--- src/rtl/l1a_tag_pkg.sv ---
// rtl/l1a_tag_pkg.sv - field widths, tag bit offsets and defaults for the L1A sample tagger
package l1a_tag_pkg;

   localparam int DATA_W    = 12;
   localparam int SAMP_W    = 7;
   localparam int L1ACNT_W  = 24;
   localparam int L1AMCNT_W = 12;
   localparam int OCNT_W    = 4;
   localparam int CNT_W     = 5;
   localparam int TAG_W     = 44;
   localparam int NWIN_DEF  = 4;

   localparam int OFS_L1ACNT  = 0;
   localparam int OFS_L1AMCNT = 24;
   localparam int OFS_OCNT    = 36;
   localparam int OFS_MATCH   = 40;
   localparam int OFS_PHASE   = 41;
   localparam int OFS_OVRLAP  = 42;
   localparam int OFS_MULTI   = 43;

   localparam logic [CNT_W-1:0] OCNT_SAT = 5'd15;

   typedef struct packed {
      logic                 multi_ovlp;
      logic                 ovrlap;
      logic                 phase;
      logic                 match;
      logic [OCNT_W-1:0]    ocnt;
      logic [L1AMCNT_W-1:0] l1amcnt;
      logic [L1ACNT_W-1:0]  l1acnt;
   } tag_t;

   function automatic logic [OCNT_W-1:0] sat_ocnt(input logic [CNT_W-1:0] c);
      return (c > OCNT_SAT) ? OCNT_SAT[OCNT_W-1:0] : c[OCNT_W-1:0];
   endfunction

endpackage

--- src/rtl/l1a_win_tracker.sv ---
// rtl/l1a_win_tracker.sv - one readout-window tracker: down-counter with busy flag
module l1a_win_tracker
   import l1a_tag_pkg::*;
(
   input  logic              CLK,
   input  logic              RST_RESYNC,
   input  logic              i_load,
   input  logic [SAMP_W-1:0] i_load_val,
   input  logic              i_dec,
   output logic              o_busy
);

   logic [SAMP_W-1:0] r_cnt;
   logic              r_busy;

   // A load always happens on the sample that opens the window, so that sample is already counted.
   always_ff @(posedge CLK or posedge RST_RESYNC) begin
      if (RST_RESYNC) begin
         r_cnt  <= '0;
         r_busy <= 1'b0;
      end else if (i_load) begin
         r_cnt  <= i_load_val - 1'b1;
         r_busy <= (i_load_val > 7'd1);
      end else if (i_dec && r_busy) begin
         r_cnt  <= r_cnt - 1'b1;
         r_busy <= (r_cnt != 7'd1);
      end
   end

   assign o_busy = r_busy;

endmodule

--- src/rtl/l1a_smp_tagger.sv ---
// rtl/l1a_smp_tagger.sv - tags ADC samples with L1A counters and window overlap info
// Optional macro L1A_PHASE_EN carries the latched L1A_PHASE into the tag phase bit.
module l1a_smp_tagger
   import l1a_tag_pkg::*;
#(
   parameter int NWIN = NWIN_DEF
) (
   input  logic              CLK,
   input  logic              RST_RESYNC,
   input  logic [SAMP_W-1:0] SAMP_MAX,
   input  logic [DATA_W-1:0] ADC_DATA,
   input  logic              ADC_VLD,
   input  logic              L1A,
   input  logic              L1A_MATCH,
   input  logic              L1A_PHASE,
   output logic [DATA_W-1:0] WDATA,
   output logic              WREN,
   output logic [TAG_W-1:0]  L1A_SMP_DATA,
   output logic              L1A_WRT_EN,
   output logic              L1A_DROP,
   output logic              WIN_OVF
);

   logic [L1ACNT_W-1:0]  r_l1acnt;
   logic [L1AMCNT_W-1:0] r_l1amcnt;
   logic                 r_pend, r_pend_match, r_pend_phase;

   logic [L1ACNT_W-1:0]  w_l1acnt_nxt;
   logic [L1AMCNT_W-1:0] w_l1amcnt_nxt;
   logic                 w_l1a_phase, w_consume, w_cur_match, w_cur_phase, w_want_open;
   logic [SAMP_W-1:0]    w_load_val;
   logic [NWIN-1:0]      w_busy, w_load;
   logic                 w_found;
   logic [CNT_W-1:0]     w_act, w_cnt;
   tag_t                 w_tag;

`ifdef L1A_PHASE_EN
   assign w_l1a_phase = L1A_PHASE;
`else
   logic w_unused_phase;
   assign w_unused_phase = L1A_PHASE;
   assign w_l1a_phase    = 1'b0;
`endif

   assign w_l1acnt_nxt  = L1A ? r_l1acnt + 1'b1 : r_l1acnt;
   assign w_l1amcnt_nxt = (L1A && L1A_MATCH) ? r_l1amcnt + 1'b1 : r_l1amcnt;
   assign w_consume     = ADC_VLD && (r_pend || L1A);
   assign w_cur_match   = r_pend ? r_pend_match : L1A_MATCH;
   assign w_cur_phase   = r_pend ? r_pend_phase : w_l1a_phase;
   assign w_want_open   = w_consume && w_cur_match;
   assign w_load_val    = (SAMP_MAX == '0) ? 7'd1 : SAMP_MAX;

   // Count windows covering this sample and hand a new window to the lowest free tracker.
   always_comb begin
      w_load  = '0;
      w_found = 1'b0;
      w_act   = '0;
      for (int i = 0; i < NWIN; i++) begin
         if (w_busy[i]) begin
            w_act = w_act + 5'd1;
         end else if (!w_found) begin
            w_found   = 1'b1;
            w_load[i] = w_want_open;
         end
      end
      w_cnt = w_act + {4'd0, (w_want_open && w_found)};
   end

   for (genvar g = 0; g < NWIN; g++) begin : g_trk
      l1a_win_tracker u_trk (
         .CLK        (CLK),
         .RST_RESYNC (RST_RESYNC),
         .i_load     (w_load[g]),
         .i_load_val (w_load_val),
         .i_dec      (ADC_VLD),
         .o_busy     (w_busy[g])
      );
   end

   always_comb begin
      w_tag            = '0;
      w_tag.multi_ovlp = (w_cnt >= 5'd3);
      w_tag.ovrlap     = (w_cnt >= 5'd2);
      w_tag.phase      = w_consume && w_cur_phase;
      w_tag.match      = w_consume && w_cur_match;
      w_tag.ocnt       = sat_ocnt(w_cnt);
      w_tag.l1amcnt    = w_l1amcnt_nxt;
      w_tag.l1acnt     = w_l1acnt_nxt;
   end

   always_ff @(posedge CLK or posedge RST_RESYNC) begin
      if (RST_RESYNC) begin
         r_l1acnt     <= '0;
         r_l1amcnt    <= '0;
         r_pend       <= 1'b0;
         r_pend_match <= 1'b0;
         r_pend_phase <= 1'b0;
         WDATA        <= '0;
         WREN         <= 1'b0;
         L1A_SMP_DATA <= '0;
         L1A_WRT_EN   <= 1'b0;
         L1A_DROP     <= 1'b0;
         WIN_OVF      <= 1'b0;
      end else begin
         r_l1acnt   <= w_l1acnt_nxt;
         r_l1amcnt  <= w_l1amcnt_nxt;
         WREN       <= ADC_VLD;
         L1A_WRT_EN <= w_consume;
         L1A_DROP   <= L1A_DROP | (L1A && r_pend);
         WIN_OVF    <= WIN_OVF | (w_want_open && !w_found);
         // A strobe consumes any pending L1A; an L1A arriving while one is pending is dropped.
         if (ADC_VLD) begin
            r_pend       <= 1'b0;
            WDATA        <= ADC_DATA;
            L1A_SMP_DATA <= w_tag;
         end else if (L1A && !r_pend) begin
            r_pend       <= 1'b1;
            r_pend_match <= L1A_MATCH;
            r_pend_phase <= w_l1a_phase;
         end
      end
   end

endmodule

--- config.mk ---
export PLATFORM = sky130hd
export DESIGN_NAME = l1a_smp_tagger
export DESIGN_NICKNAME = d
export VERILOG_FILES = /design/src/rtl/l1a_tag_pkg.sv /design/src/rtl/l1a_win_tracker.sv /design/src/rtl/l1a_smp_tagger.sv
export SDC_FILE = /design/constraint.sdc
export NUM_CORES = 1
export LEC_CHECK = 0
export ABC_AREA = 0
export CAP_MARGIN = 20
export CORE_UTILIZATION = 49
export CTS_BUF_LIST = sky130_fd_sc_hd__clkbuf_16
export CTS_CLUSTER_SIZE = 28
export DETAILED_ROUTE_END_ITERATION = 12
export GPL_TIMING_DRIVEN = 0
export PLACE_DENSITY = 0.77
export SLEW_MARGIN = 20
export SYNTH_ARGS = -nofsm -noshare
export SYNTH_HDL_FRONTEND = slang
export SYNTH_SLANG_ARGS = --single-unit
--- constraint.sdc ---
create_clock -name CLK -period 4.1 [get_ports CLK]
set_input_delay 0.82 -clock CLK [delete_from_list [all_inputs] [get_ports CLK]]
set_output_delay 0.82 -clock CLK [all_outputs]
set_load 0.05 [all_outputs]
==> parameters.txt <==
Parameter                              Value

Run status
  Outcome    finished, final reports clean

Synth
  Yosys warning count    0
  Post-synthesis simple-gate area fraction    a little over an eighth
  Proportion of synthesized area in mux cells    11.4%
  Parity-gate share of the synthesized area counting xor and xnor cells    approximately 8%
  Number of unique standard cell types used by synthesis    between 50 and 60
  FFs w/ async S/R, synth    100%
  Net count of the mapped netlist    between 500 and 600
  Netlist Area Pre-Place    roughly 6100 um2
  Post-Synthesis Mean Instance Area    between 10 and 15 um2
  Share of the yosys chip area belonging to registers    between 50% and 60%
  Register bit count reported by yosys    approximately 130
  Number of enable-type register cells in the synthesized netlist    0
  Post-Syn Instances    532
  Flip-flop cell with the highest count after synthesis    dfrtp_1
  Adder-cell area share of the yosys netlist    between 3 and 4%
  Dominant combinational cell family by area after synthesis    simple AND/OR/NAND/NOR gates
  Fraction of the mapped netlist area in compound gates    6.95%

Timing
  Top achievable clock speed    ~0.30 GHz
  Measured slew at the worst slew-check pin    approximately 0.84 ns
  Worst Clk Skew    roughly 0.018 ns
  Unrepaired setup endpoints after global routing    no
  Max Transition Viols Final    0
  Final Hold Vio Count    0
  Number of endpoints failing setup at the final stage    0
  Final period util    just over 80%
  Relative slew margins    between 40% and 50%
  Post-route minimum period    3.35 ns
  Total negative setup slack    0 ns
  Worst hold slack after final layout    0.462 ns

CTS
  Source-to-sink clock delay at the later pin of the worst-skew pair    roughly 0.43 ns
  Total CTS buffers    17
  Hold-fix buffers, CTS    0
  H-tree level count    4
  Clock transition at the registers of the reported paths    0.06 ns
  CTS max path bufs    2
  PostCTS Resize Cnt    0
  Clock tree from TritonCTS    built
  Number of sinks driven by the clock tree    roughly 130
  Post-CTS Repair Setup Buffers    0
  Root Buffer    clkbuf_16

Min path
  Hold path endpoint    L1A_DROP$_DFF_PP0_
  Startpoint of the lowest-slack hold path    L1A_DROP$_DFF_PP0_
  Worst hold path class    flip-flop to flip-flop
  Worst Hold Path Cells    1

Global route
  Met1 track utilization from global routing    27.2%
  GR Util All Layers    a little over a fifth
  Met2 usage    around a third
  Global-route wire length before repair    about 21000 um
  Antenna violations before repair    0
  Met3 track demand over resource in global routing    a little over 8%
  Number of global-route vias before repair    roughly 4400
  GR Overflow Total    0
  GR peak layer    met2
  Maximum number of pins on one net before global-route repair    34

Floorplan
  Die Outline Area    ~13000 um2
  Die X-Extent    about 110 um
  Area inside the core boundary    between 10000 and 15000 um2
  Initial cell density of the core    50.3%
  Floorplan die height    roughly 110 um
  Ports    85
  Standard-cell row count    40

Routing
  First-pass iteration count of the detailed router    5
  Initial detailed-routing violation count    272
  Overall via count from detail_route    around 4300
  Drt via density    5.26
  Drc violations    0
  DRT antenna net count    0
  Routed wire length    roughly 13000 um
  WL per Instance    roughly 16 um

Worst setup path
  Number of cell instances on the worst register-to-register path    9
  Critical path capture point type    flip-flop
  Critical Path Fanout Max    8
  Longest individual stage delay on the worst path    0.59 ns
  Critical path type    primary input to flip-flop
  RR Endpoint    L1A_SMP_DATA[38]$_DFFE_PP0P_
  Startpoint Class    primary input
  Slowest stage cell on the critical path    o41ai_1
  Crit path DAT    3.66 ns
  Kind of cell adding the most delay to the critical path    compound AO/OA/AOI/OAI gates
  Reg2Reg Setup Slack    between 1 and 1.5 ns
  Sum of buffers and inverters on the critical path    3
  Reg2Reg Launch Point    g_trk[0].u_trk.o_busy$_DFFE_PP0P_
  Required time of the critical path    between 4 and 5 ns
  Critical path cell sequence    clkdlybuf4s50_1 > clkbuf_1 > o21ai_0 > a31oi_1 > ha_1 > inv_1 > o41ai_1 > xor2_1 > mux2_2

Layout
  Ratio of cells with drive above 1 in the final layout    between 10% and 20%
  Antenna diode count    0
  Share of the core filled with cells in the final layout    64.3%
  Area Overhead vs Synth    28.0%
  Net total in the final layout    681
  Filler-free cell count of the finished design    818

Power and ir drop
  Power density relative to cell area    669 nW/um2
  Leakage power total    ~3.4 nW
  Maximum resistive drop on vdd    between 0.5 and 0.6 mV
  Overall power    5.19 mW

Place
  Post-detail-place hpwl    between 8000 and 9000 um
  Placed cells    ~800
  Final estimated routing congestion in global placement    about 0.84
  Number of input and output port buffers inserted    between 80 and 90

Run
  Max-cap violations    0
## worst max-delay path by stage
stage / cells past startpoint / slack [ns] / startpoint / to
after floorplan: 8 / 1.38 / ADC_VLD / L1A_SMP_DATA[38]$_DFFE_PP0P_
after global placement: 9 / 0.35 / ADC_VLD / L1A_SMP_DATA[38]$_DFFE_PP0P_
after detailed placement: 9 / 0.28 / ADC_VLD / L1A_SMP_DATA[38]$_DFFE_PP0P_
after CTS: 9 / 0.72 / ADC_VLD / L1A_SMP_DATA[38]$_DFFE_PP0P_
after global routing: 9 / 0.43 / ADC_VLD / L1A_SMP_DATA[38]$_DFFE_PP0P_
final: 9 / 0.75 / ADC_VLD / L1A_SMP_DATA[38]$_DFFE_PP0P_
## synth_stat cells (all sizes together), types with 2 or more instances
| master | number | area share [%] |
|---|---|---|
| o221ai | 2 | 0.29 |
| or2 | 2 | 0.21 |
| nor3 | 21 | 1.8 |
| nor2b | 5 | 0.52 |
| mux2 | 55 | 10 |
| a21oi | 14 | 1.2 |
| a211oi | 3 | 0.37 |
| xnor2 | 27 | 4.0 |
| nor2 | 28 | 1.7 |
| o21ai | 18 | 1.5 |
| xor2 | 27 | 3.9 |
| and3 | 3 | 0.31 |
| and2 | 4 | 0.41 |
| nor3b | 2 | 0.25 |
| or3 | 5 | 0.60 |
| inv | 25 | 1.5 |
| nand4 | 9 | 1.0 |
| nand3 | 23 | 1.9 |
| mux2i | 7 | 1.2 |
| ha | 19 | 3.9 |
| a21o | 3 | 0.37 |
| buf | 4 | 0.35 |
| a31oi | 2 | 0.21 |
| nand2 | 40 | 2.5 |
| o31ai | 7 | 0.87 |
| clkbuf | 15 | 0.93 |
| nor4 | 4 | 0.66 |
| and4 | 2 | 0.29 |
| nor4bb | 3 | 0.50 |
| dfrtp | 129 | 53 |
| or4 | 2 | 0.25 |
| a221o | 3 | 0.50 |
| a22o | 3 | 0.43 |
## power breakdown
| group | internal (mW) | switching (mW) | leakage, nW |
|---|---|---|---|
| registers | 1.60 | 0.284 | 1.59 |
| logic | 0.742 | 1.08 | 1.56 |
| clock network | 0.939 | 0.543 | 0.296 |
| total | 3.28 | 1.91 | 3.44 |
## flip-flops by register name, summed over array words and instances, names as in the netlist
signal and count:
L1A_SMP_DATA 43, g_trk.u_trk.r_cnt 28, r_l1acnt 24, WDATA 12, r_l1amcnt 12, g_trk.u_trk.o_busy 4, L1A_DROP 1, L1A_WRT_EN 1
WIN_OVF 1, WREN 1, r_pend 1, r_pend_match 1
## placed cells by master (no fill, tap or decap), drive strengths merged, types with 14 or more instances in the layout
cell type,synthesis,final
dfrtp,129,129
clkbuf,15,32
inv,25,29
ha,19,19
xor2,27,27
o21ai,18,18
nand2,40,40
nand3,23,23
mux2,55,55
xnor2,27,27
a21oi,14,14
nor3,21,21
nor2,28,28
clkdlybuf4s50,0,82
## cell type report
class / instances / area [um2]
fill: 913 / 4300
buffer: 19 / 77.6
clock buffer: 17 / 425
sequential: 129 / 3230
timing repair buffer: 86 / 901
multi-input combinational: 358 / 2660
clock inverter: 15 / 155
inverter: 26 / 101
tap: 168 / 210
## metrics by stage
stage / setup WS, ns / area (um2)
global placement: 0.348 / 7100
CTS: 0.722 / 7760
detailed placement: 0.279 / 7180
floorplan: 1.38 / 6070
global route: 0.427 / 7760
finish: 0.755 / 7760
## layer usage
metal | part of all wire, % | up-vias | wire length (um)
met5 | 0 | - | 0
met4 | 1.5 | 0 | 187
met3 | 6.4 | 16 | 819
met2 | 48 | 114 | 6200
met1 | 44 | 2101 | 5610
li1 | - | 2075 | -
## logic make-up after synthesis
family	after synthesis
fa+ha+maj	19
simple gates	158
flops	129
mux	62
other cells	1
xor+xnor	54
buf+inv	45
compound gates	64
(Power assumes the default switching activity.)
